File: config.mk
export PLATFORM = sky130hd
export DESIGN_NAME = matmul_ctrl_flat
export DESIGN_NICKNAME = d
export VERILOG_FILES = /design/src/rtl/matmul_calc_pkg.sv /design/src/rtl/matmul_ctrl_if.sv /design/src/rtl/matmul_ctrl_regs.sv /design/src/rtl/matmul_ctrl.sv /design/src/flat_wrapper.sv
export SDC_FILE = /design/constraint.sdc
export NUM_CORES = 1
export LEC_CHECK = 0
export ABC_AREA = 1
export CAP_MARGIN = 25
export CORE_MARGIN = 3
export CORE_UTILIZATION = 36
export DETAILED_ROUTE_END_ITERATION = 8
export PLACE_DENSITY = 0.89
export SLEW_MARGIN = 20
export SYNTH_ARGS = -nofsm -noshare
export SYNTH_HDL_FRONTEND = slang
export SYNTH_SLANG_ARGS = --single-unit
File: constraint.sdc
create_clock -name clk_i -period 2.83 [get_ports clk_i]
set_input_delay 0.566 -clock clk_i [delete_from_list [all_inputs] [get_ports clk_i]]
set_output_delay 0.566 -clock clk_i [all_outputs]
set_load 0.005 [all_outputs]
File: src/rtl/matmul_calc_pkg.sv
// rtl/matmul_calc_pkg.sv - shared constants, register map and FSM types for matmul_ctrl
package matmul_calc_pkg;

  localparam int BUS_WIDTH  = 32;
  localparam int ADDR_WIDTH = 16;
  localparam int MAX_DIM    = 4;
  localparam int DIM_W      = $clog2(MAX_DIM);
  localparam int CNT_W      = $clog2(3 * MAX_DIM);

  localparam logic [4:0] OFF_CONTROL = 5'h00;
  localparam logic [4:0] OFF_STATUS  = 5'h04;

  localparam int CTRL_START_BIT = 0;
  localparam int CTRL_N_LSB     = 2;
  localparam int CTRL_K_LSB     = 4;
  localparam int CTRL_M_LSB     = 6;
  localparam int STAT_DONE_BIT  = 0;
  localparam int STAT_BUSY_BIT  = 1;

  typedef enum logic [1:0] {
    ST_IDLE,
    ST_CLEAR,
    ST_FEED,
    ST_WB
  } ctrl_state_t;

  // Each dimension is stored as dim-1, so all-zero means a 1x1x1 product.
  typedef struct packed {
    logic [DIM_W-1:0] m_m1;
    logic [DIM_W-1:0] k_m1;
    logic [DIM_W-1:0] n_m1;
  } dims_t;

  // Last FEED count: (K+N+M-2) cycles minus one, which is the sum of the dim-1 fields.
  function automatic logic [CNT_W-1:0] feed_last(input dims_t d);
    return CNT_W'(d.n_m1) + CNT_W'(d.k_m1) + CNT_W'(d.m_m1);
  endfunction

endpackage

File: src/rtl/matmul_ctrl_if.sv
// rtl/matmul_ctrl_if.sv - APB register port bundle for matmul_ctrl
interface matmul_ctrl_if;
  import matmul_calc_pkg::*;

  logic                    psel_i;
  logic                    penable_i;
  logic                    pwrite_i;
  logic [ADDR_WIDTH-1:0]   paddr_i;
  logic [BUS_WIDTH-1:0]    pwdata_i;
  logic [BUS_WIDTH/8-1:0]  pstrb_i;
  logic                    pready_o;
  logic                    pslverr_o;
  logic [BUS_WIDTH-1:0]    prdata_o;

  modport master (
    output psel_i, penable_i, pwrite_i, paddr_i, pwdata_i, pstrb_i,
    input  pready_o, pslverr_o, prdata_o
  );

  modport slave (
    input  psel_i, penable_i, pwrite_i, paddr_i, pwdata_i, pstrb_i,
    output pready_o, pslverr_o, prdata_o
  );

endinterface

File: src/rtl/matmul_ctrl_regs.sv
// rtl/matmul_ctrl_regs.sv - APB decode, CONTROL/STATUS registers and START pulse
module matmul_ctrl_regs
  import matmul_calc_pkg::*;
(
  input  logic          clk_i,
  input  logic          rst_i,
  matmul_ctrl_if.slave  apb,
  input  logic          busy_i,
  input  logic          done_set_i,
  output logic          start_o,
  output dims_t         dims_o
);

  logic [4:0]           offset;
  logic                 setup;
  logic                 access;
  logic                 is_ctrl;
  logic                 is_stat;
  logic                 err_c;
  logic                 ctrl_we;
  logic                 stat_we;
  logic [BUS_WIDTH-1:0] rd_c;
  logic                 done_q;
  dims_t                dims_q;
  logic                 unused_bits;

  assign offset  = apb.paddr_i[4:0];
  assign setup   = apb.psel_i & ~apb.penable_i;
  assign access  = apb.psel_i & apb.penable_i & apb.pready_o;
  assign is_ctrl = (offset == OFF_CONTROL);
  assign is_stat = (offset == OFF_STATUS);

  // The error is decided in the setup phase, so a CONTROL write is rejected
  // based on busy as seen when the transfer was presented.
  assign err_c = ~(is_ctrl | is_stat) | (is_ctrl & apb.pwrite_i & busy_i);

  always_comb begin
    rd_c = '0;
    if (!apb.pwrite_i) begin
      if (is_ctrl) begin
        rd_c[CTRL_N_LSB +: DIM_W] = dims_q.n_m1;
        rd_c[CTRL_K_LSB +: DIM_W] = dims_q.k_m1;
        rd_c[CTRL_M_LSB +: DIM_W] = dims_q.m_m1;
      end else if (is_stat) begin
        rd_c[STAT_DONE_BIT] = done_q;
        rd_c[STAT_BUSY_BIT] = busy_i;
      end
    end
  end

  assign ctrl_we = access & apb.pwrite_i & is_ctrl & apb.pstrb_i[0] & ~apb.pslverr_o;
  assign stat_we = access & apb.pwrite_i & is_stat & apb.pstrb_i[0];
  assign start_o = ctrl_we & apb.pwdata_i[CTRL_START_BIT];
  assign dims_o  = dims_q;

  always_ff @(posedge clk_i) begin
    if (rst_i) begin
      apb.pready_o  <= 1'b0;
      apb.pslverr_o <= 1'b0;
      apb.prdata_o  <= '0;
      done_q        <= 1'b0;
      dims_q        <= '0;
    end else begin
      apb.pready_o  <= setup;
      apb.pslverr_o <= setup & err_c;
      apb.prdata_o  <= setup ? rd_c : '0;
      if (ctrl_we) begin
        dims_q.n_m1 <= apb.pwdata_i[CTRL_N_LSB +: DIM_W];
        dims_q.k_m1 <= apb.pwdata_i[CTRL_K_LSB +: DIM_W];
        dims_q.m_m1 <= apb.pwdata_i[CTRL_M_LSB +: DIM_W];
      end
      if (done_set_i) begin
        done_q <= 1'b1;
      end else if (start_o || (stat_we && apb.pwdata_i[STAT_DONE_BIT])) begin
        done_q <= 1'b0;
      end
    end
  end

  assign unused_bits = &{1'b0, apb.paddr_i[ADDR_WIDTH-1:5], apb.pwdata_i[BUS_WIDTH-1:8],
                         apb.pwdata_i[1], apb.pstrb_i[BUS_WIDTH/8-1:1]};

endmodule

File: src/rtl/matmul_ctrl.sv
// rtl/matmul_ctrl.sv - matmul sequencer: clear, systolic feed and result writeback
module matmul_ctrl
  import matmul_calc_pkg::*;
(
  input  logic              clk_i,
  input  logic              rst_i,
  matmul_ctrl_if.slave      apb,
  output logic              busy_o,
  output logic              pe_clr_o,
  output logic              pe_en_o,
  output logic              op_rd_en_o,
  output logic [DIM_W-1:0]  op_k_o,
  output logic              res_wr_en_o,
  output logic [DIM_W-1:0]  res_row_o
);

  ctrl_state_t      state_q, state_d;
  logic [CNT_W-1:0] cnt_q, cnt_d;
  logic             start;
  logic             done_set;
  dims_t            dims;

  matmul_ctrl_regs u_regs (
    .clk_i      (clk_i),
    .rst_i      (rst_i),
    .apb        (apb),
    .busy_i     (busy_o),
    .done_set_i (done_set),
    .start_o    (start),
    .dims_o     (dims)
  );

  assign busy_o = (state_q != ST_IDLE);

  always_ff @(posedge clk_i) begin
    if (rst_i) begin
      state_q <= ST_IDLE;
      cnt_q   <= '0;
    end else begin
      state_q <= state_d;
      cnt_q   <= cnt_d;
    end
  end

  // One counter is shared by FEED and WB; it restarts at zero on every state entry.
  always_comb begin
    state_d     = state_q;
    cnt_d       = cnt_q;
    pe_clr_o    = 1'b0;
    pe_en_o     = 1'b0;
    op_rd_en_o  = 1'b0;
    op_k_o      = '0;
    res_wr_en_o = 1'b0;
    res_row_o   = '0;
    done_set    = 1'b0;
    unique case (state_q)
      ST_IDLE: begin
        cnt_d = '0;
        if (start) state_d = ST_CLEAR;
      end
      ST_CLEAR: begin
        pe_clr_o = 1'b1;
        cnt_d    = '0;
        state_d  = ST_FEED;
      end
      ST_FEED: begin
        pe_en_o = 1'b1;
        if (cnt_q <= CNT_W'(dims.k_m1)) begin
          op_rd_en_o = 1'b1;
          op_k_o     = cnt_q[DIM_W-1:0];
        end
        if (cnt_q == feed_last(dims)) begin
          cnt_d   = '0;
          state_d = ST_WB;
        end else begin
          cnt_d = cnt_q + 1'b1;
        end
      end
      ST_WB: begin
        res_wr_en_o = 1'b1;
        res_row_o   = cnt_q[DIM_W-1:0];
        if (cnt_q == CNT_W'(dims.n_m1)) begin
          cnt_d    = '0;
          done_set = 1'b1;
          state_d  = ST_IDLE;
        end else begin
          cnt_d = cnt_q + 1'b1;
        end
      end
      default: begin
        state_d = ST_IDLE;
        cnt_d   = '0;
      end
    endcase
  end

endmodule

File: src/flat_wrapper.sv
// flat-port wrapper written by rule: the top's interface ports become plain ports
module matmul_ctrl_flat import matmul_calc_pkg::*;
  (clk_i, rst_i, busy_o, pe_clr_o, pe_en_o, op_rd_en_o, op_k_o, res_wr_en_o, res_row_o, apb_psel_i, apb_penable_i, apb_pwrite_i, apb_paddr_i, apb_pwdata_i, apb_pstrb_i, apb_pready_o, apb_pslverr_o, apb_prdata_o);
  matmul_ctrl_if apb_i ();
  input  logic clk_i;
  input  logic rst_i;
  output logic busy_o;
  output logic pe_clr_o;
  output logic pe_en_o;
  output logic op_rd_en_o;
  output logic [DIM_W-1:0] op_k_o;
  output logic res_wr_en_o;
  output logic [DIM_W-1:0] res_row_o;
  input wire logic [$bits(apb_i.psel_i)-1:0] apb_psel_i;
  input wire logic [$bits(apb_i.penable_i)-1:0] apb_penable_i;
  input wire logic [$bits(apb_i.pwrite_i)-1:0] apb_pwrite_i;
  input wire logic [$bits(apb_i.paddr_i)-1:0] apb_paddr_i;
  input wire logic [$bits(apb_i.pwdata_i)-1:0] apb_pwdata_i;
  input wire logic [$bits(apb_i.pstrb_i)-1:0] apb_pstrb_i;
  output wire logic [$bits(apb_i.pready_o)-1:0] apb_pready_o;
  output wire logic [$bits(apb_i.pslverr_o)-1:0] apb_pslverr_o;
  output wire logic [$bits(apb_i.prdata_o)-1:0] apb_prdata_o;
  assign apb_i.psel_i = apb_psel_i;
  assign apb_i.penable_i = apb_penable_i;
  assign apb_i.pwrite_i = apb_pwrite_i;
  assign apb_i.paddr_i = apb_paddr_i;
  assign apb_i.pwdata_i = apb_pwdata_i;
  assign apb_i.pstrb_i = apb_pstrb_i;
  assign apb_pready_o = apb_i.pready_o;
  assign apb_pslverr_o = apb_i.pslverr_o;
  assign apb_prdata_o = apb_i.prdata_o;
  matmul_ctrl u_core (.clk_i(clk_i), .rst_i(rst_i), .apb(apb_i), .busy_o(busy_o), .pe_clr_o(pe_clr_o), .pe_en_o(pe_en_o), .op_rd_en_o(op_rd_en_o), .op_k_o(op_k_o), .res_wr_en_o(res_wr_en_o), .res_row_o(res_row_o));
endmodule
==> summary.md <==
| Metric | Value |
|---|---|
| Status | complete, no violations |
| Die width | roughly 70 um |
| Clock tree buffer depth | 2 |
| Reg-to-Reg End | u_core.state_q[0] |
| Complex-gate fraction of the synthesized area | 6.54% |
| Tmin final | roughly 2.6 ns |
| Layout cells sized above 1 | 7.76% |
| CTS sink count | 23 |
| # fillers | between 300 and 400 |
| CTS tree | done |
| Leakage | between 0.8 and 0.9 nW |
| # setup viols final | 0 |
| Worst hold path class | register to register |
| Mapped cell area | 1470 sq um |
| Post-DR vias/cell | roughly 4.3 |
| Die height | around 70 um |
| Reg2reg start | u_core.u_regs.dims_o[0] |
| Post-DRT Antenna Nets | 0 |
| Remaining routing DRC violations | 0 |
| Synth Area per Inst | 7.11 sq um |
| TritonRoute pass-1 iters | 4 |
| Critical path startpoint | u_core.u_regs.dims_o[3] |
| Critical Path Source Type | register |
| Share of synthesized flip-flops with an asynchronous set or reset | 0% |
| YS warnings | 0 |
| Max-capacitance violation count | 0 |
| Largest net degree at the start of global routing | 14 |
| Initial Util | approximately two fifths |
| Synth cell types | 23 |
| Crit-path max FO | 4 |
| GRT Residual Overflow | 0 |
| Register bit total from synthesis | 23 |
| CP required | 2.26 ns |
| Synth-to-Final Area Change | 25.6% |
| Routed wire per std cell | 10.0 um |
| CTS Buf Count | 3 |
| Core area | about 3800 sq um |
| Pins Over Slew Limit | 0 |
| PwrDens | approximately 470 nW/um^2 |
| ANT cells | 0 |
| Final setup TNS | 0 ns |
| Row count | 22 |
| Synth Area in Simple Gates | about a quarter |
| Clk pin slew, worst setup/hold paths | about 0.08 ns |
| Post-synthesis cell count | between 200 and 250 |
| Vias | ~1300 |
| Global placer's final weighted congestion | 0.793 |
| Fin. Hold Viols | 0 |
| WL final | approximately 3000 um |
| DIE AREA | slightly below 5000 sq um |
| Period utilization | 92.1% |
| PortBufs | 36 |
| First-pass GRT wire length | 4950 um |
| Iter 0 DRT Violations | 33 |
| Setup slack, reg-to-reg | about 0.30 ns |
| Mux cell area share after synthesis | 0% |
| CP Capture Point | op_k_o[1] |
| Worst r2r path cells | 14 |
| Most used DFF post-synth | dfxtp_1 |
| Synth Area in Adders | 12.1% |
| Cts hold-fix bufs | 0 |
| Number of synthesized flops with an enable pin | 0 |
| F_max | around 380 MHz |
| Layout Skew | roughly 0.0025 ns |
| Crit. End Element | output port |
| Xor/xnor share of the synthesized area | around 1.2% |
| Nets | about 320 |
| Resize count post-CTS | 0 |
| Worst Hold Slack | ~0.44 ns |
| Main combinational cell family by area after synthesis | simple AND/OR/NAND/NOR gates |
| Clock Latency Late Sink | 0.27 ns |
| Initial antenna violation count | 0 |
| Tot GR Track Use | around an eighth |
| VDD IR max | around 0.43 mV |
| Worst Setup Path Type | register to output port |
| # IOs | 100 |
| Post-DP HPWL | between 2000 and 2500 um |
| Register area share after synthesis | a little under a third |
| RSZ-0062 raised after global routing | no |
| WP data arrival | 2.04 ns |
| CTS H-Tree Depth | 1 |
| Vias in the first global route | between 1000 and 1500 |
| Clock Tree Root | clkbuf_8 |
| Setup bufs post-CTS | 0 |
## worst min path at each step
stage               cells past startpoint            startpoint                            end
finish                                  2  u_core.u_regs.done_q  u_core.u_regs.apb.prdata_o[0]
detailed placement                      2  u_core.u_regs.done_q  u_core.u_regs.apb.prdata_o[0]
global route                            2  u_core.u_regs.done_q  u_core.u_regs.apb.prdata_o[0]
floorplan                               2  u_core.u_regs.done_q  u_core.u_regs.apb.prdata_o[0]
CTS                                     2  u_core.u_regs.done_q  u_core.u_regs.apb.prdata_o[0]
global placement                        2  u_core.u_regs.done_q  u_core.u_regs.apb.prdata_o[0]
## stage by stage
| stage | util, % | power [mW] | cells | area [sq um] | setup slack, ns |
|---|---|---|---|---|---|
| 2_1_floorplan | - | 0.563 | 230 | 1560 | 0.546 |
| 3_3_place_gp | 47.2 | 0.661 | 289 | 1790 | 0.403 |
| 3_5_place_dp | 47.2 | 0.676 | 289 | 1790 | 0.360 |
| 4_1_cts | 48.5 | 0.884 | 293 | 1840 | 0.102 |
| 5_1_grt | 48.7 | 0.935 | 293 | 1850 | 0.0171 |
| 6_report | 48.7 | 0.872 | 293 | 1850 | 0.223 |
## cell families (layout without fill, tap and decap cells)
kind of cell	Yosys count	in the layout
and+or+nand+nor	87	87
buffers and inverters	63	78
DFF	23	23
AOI/OAI and AO/OA	18	18
adders and majority gates	13	13
xor gates and xnor gates	2	2
other	1	24
## worst max-delay path, stage by stage (launching register included)
cell	delay, ns
dfxtp_1	0.31
inv_1	0.09
ha_1	0.32
inv_1	0.06
nor2_1	0.04
o41ai_2	0.18
nand2_1	0.15
nor2_1	0.10
clkdlybuf4s50_1	0.51
## synthesized netlist by cell type (2+ instances only)
master | number | share of area (%)
nand2_1 | 36 | 9.2
inv_1 | 35 | 8.9
buf_4 | 24 | 12
dfxtp_1 | 23 | 31
nor2_1 | 22 | 5.6
nand3_1 | 12 | 4.1
ha_1 | 11 | 9.3
a21oi_1 | 9 | 3.1
o21ai_0 | 7 | 2.4
nor3_1 | 6 | 2.0
nor2_2 | 5 | 2.1
nand2_2 | 3 | 1.3
fa_1 | 2 | 2.7
inv_2 | 2 | 0.51
nor2_4 | 2 | 1.5
## placed cells by master (no fill, tap or decap)
cell type,synthesis,layout
inv_1,35,35
inv_2,2,2
clkdlybuf4s50_1,0,36
o41ai_2,0,1
nor2_2,5,5
nor3_1,6,6
nand2_1,36,36
dfxtp_1,23,22
a21oi_1,9,9
fa_1,2,2
conb_1,1,24
nor2_1,22,22
dfxtp_2,0,1
ha_1,11,11
xor2_1,1,1
clkbuf_8,0,3
clkinv_2,1,2
nand3_1,12,12
o21bai_1,1,1
nor2_4,2,2
o21ai_0,7,7
nand2_2,3,3
nand3b_1,1,1
xnor2_1,1,1
## power by group
group / switching [mW] / total [mW] / internal (mW)
registers: 0.0156 / 0.357 / 0.342
logic: 0.159 / 0.308 / 0.150
clock network: 0.108 / 0.207 / 0.0984
total: 0.283 / 0.872 / 0.590
## registers in the layout, indices dropped and copies added (netlist names)
name and flops:
u_core.u_regs.apb.prdata_o 8, u_core.state_q 2, u_core.u_regs.dims_o 6, u_core.u_regs.apb.pready_o 1
u_core.u_regs.apb.pslverr_o 1, u_core.u_regs.done_q 1, u_core.cnt_q 4
## metal layers
layer / share of wire [%] / vias to the layer above / global-route usage, %
li1: - / 661 / -
met1: 40 / 546 / 13.4
met2: 53 / 37 / 23.0
met3: 5.9 / 6 / 3.88
met4: 1.4 / 0 / 1.91
met5: 0 / - / 0
## area by class of cell
cell class,count,area [sq um],area share (%)
Inverter,38,144,7.78
Sequential cell,23,462,25.0
Multi-Input combinational cell,144,777,42.0
Timing Repair Buffer,36,360,19.5
Tap cell,48,60.1,3.25
Clock buffer,3,41.3,2.23
Clock inverter,1,5.00,0.271
No activity file was read; power rests on OpenSTA's default activity.
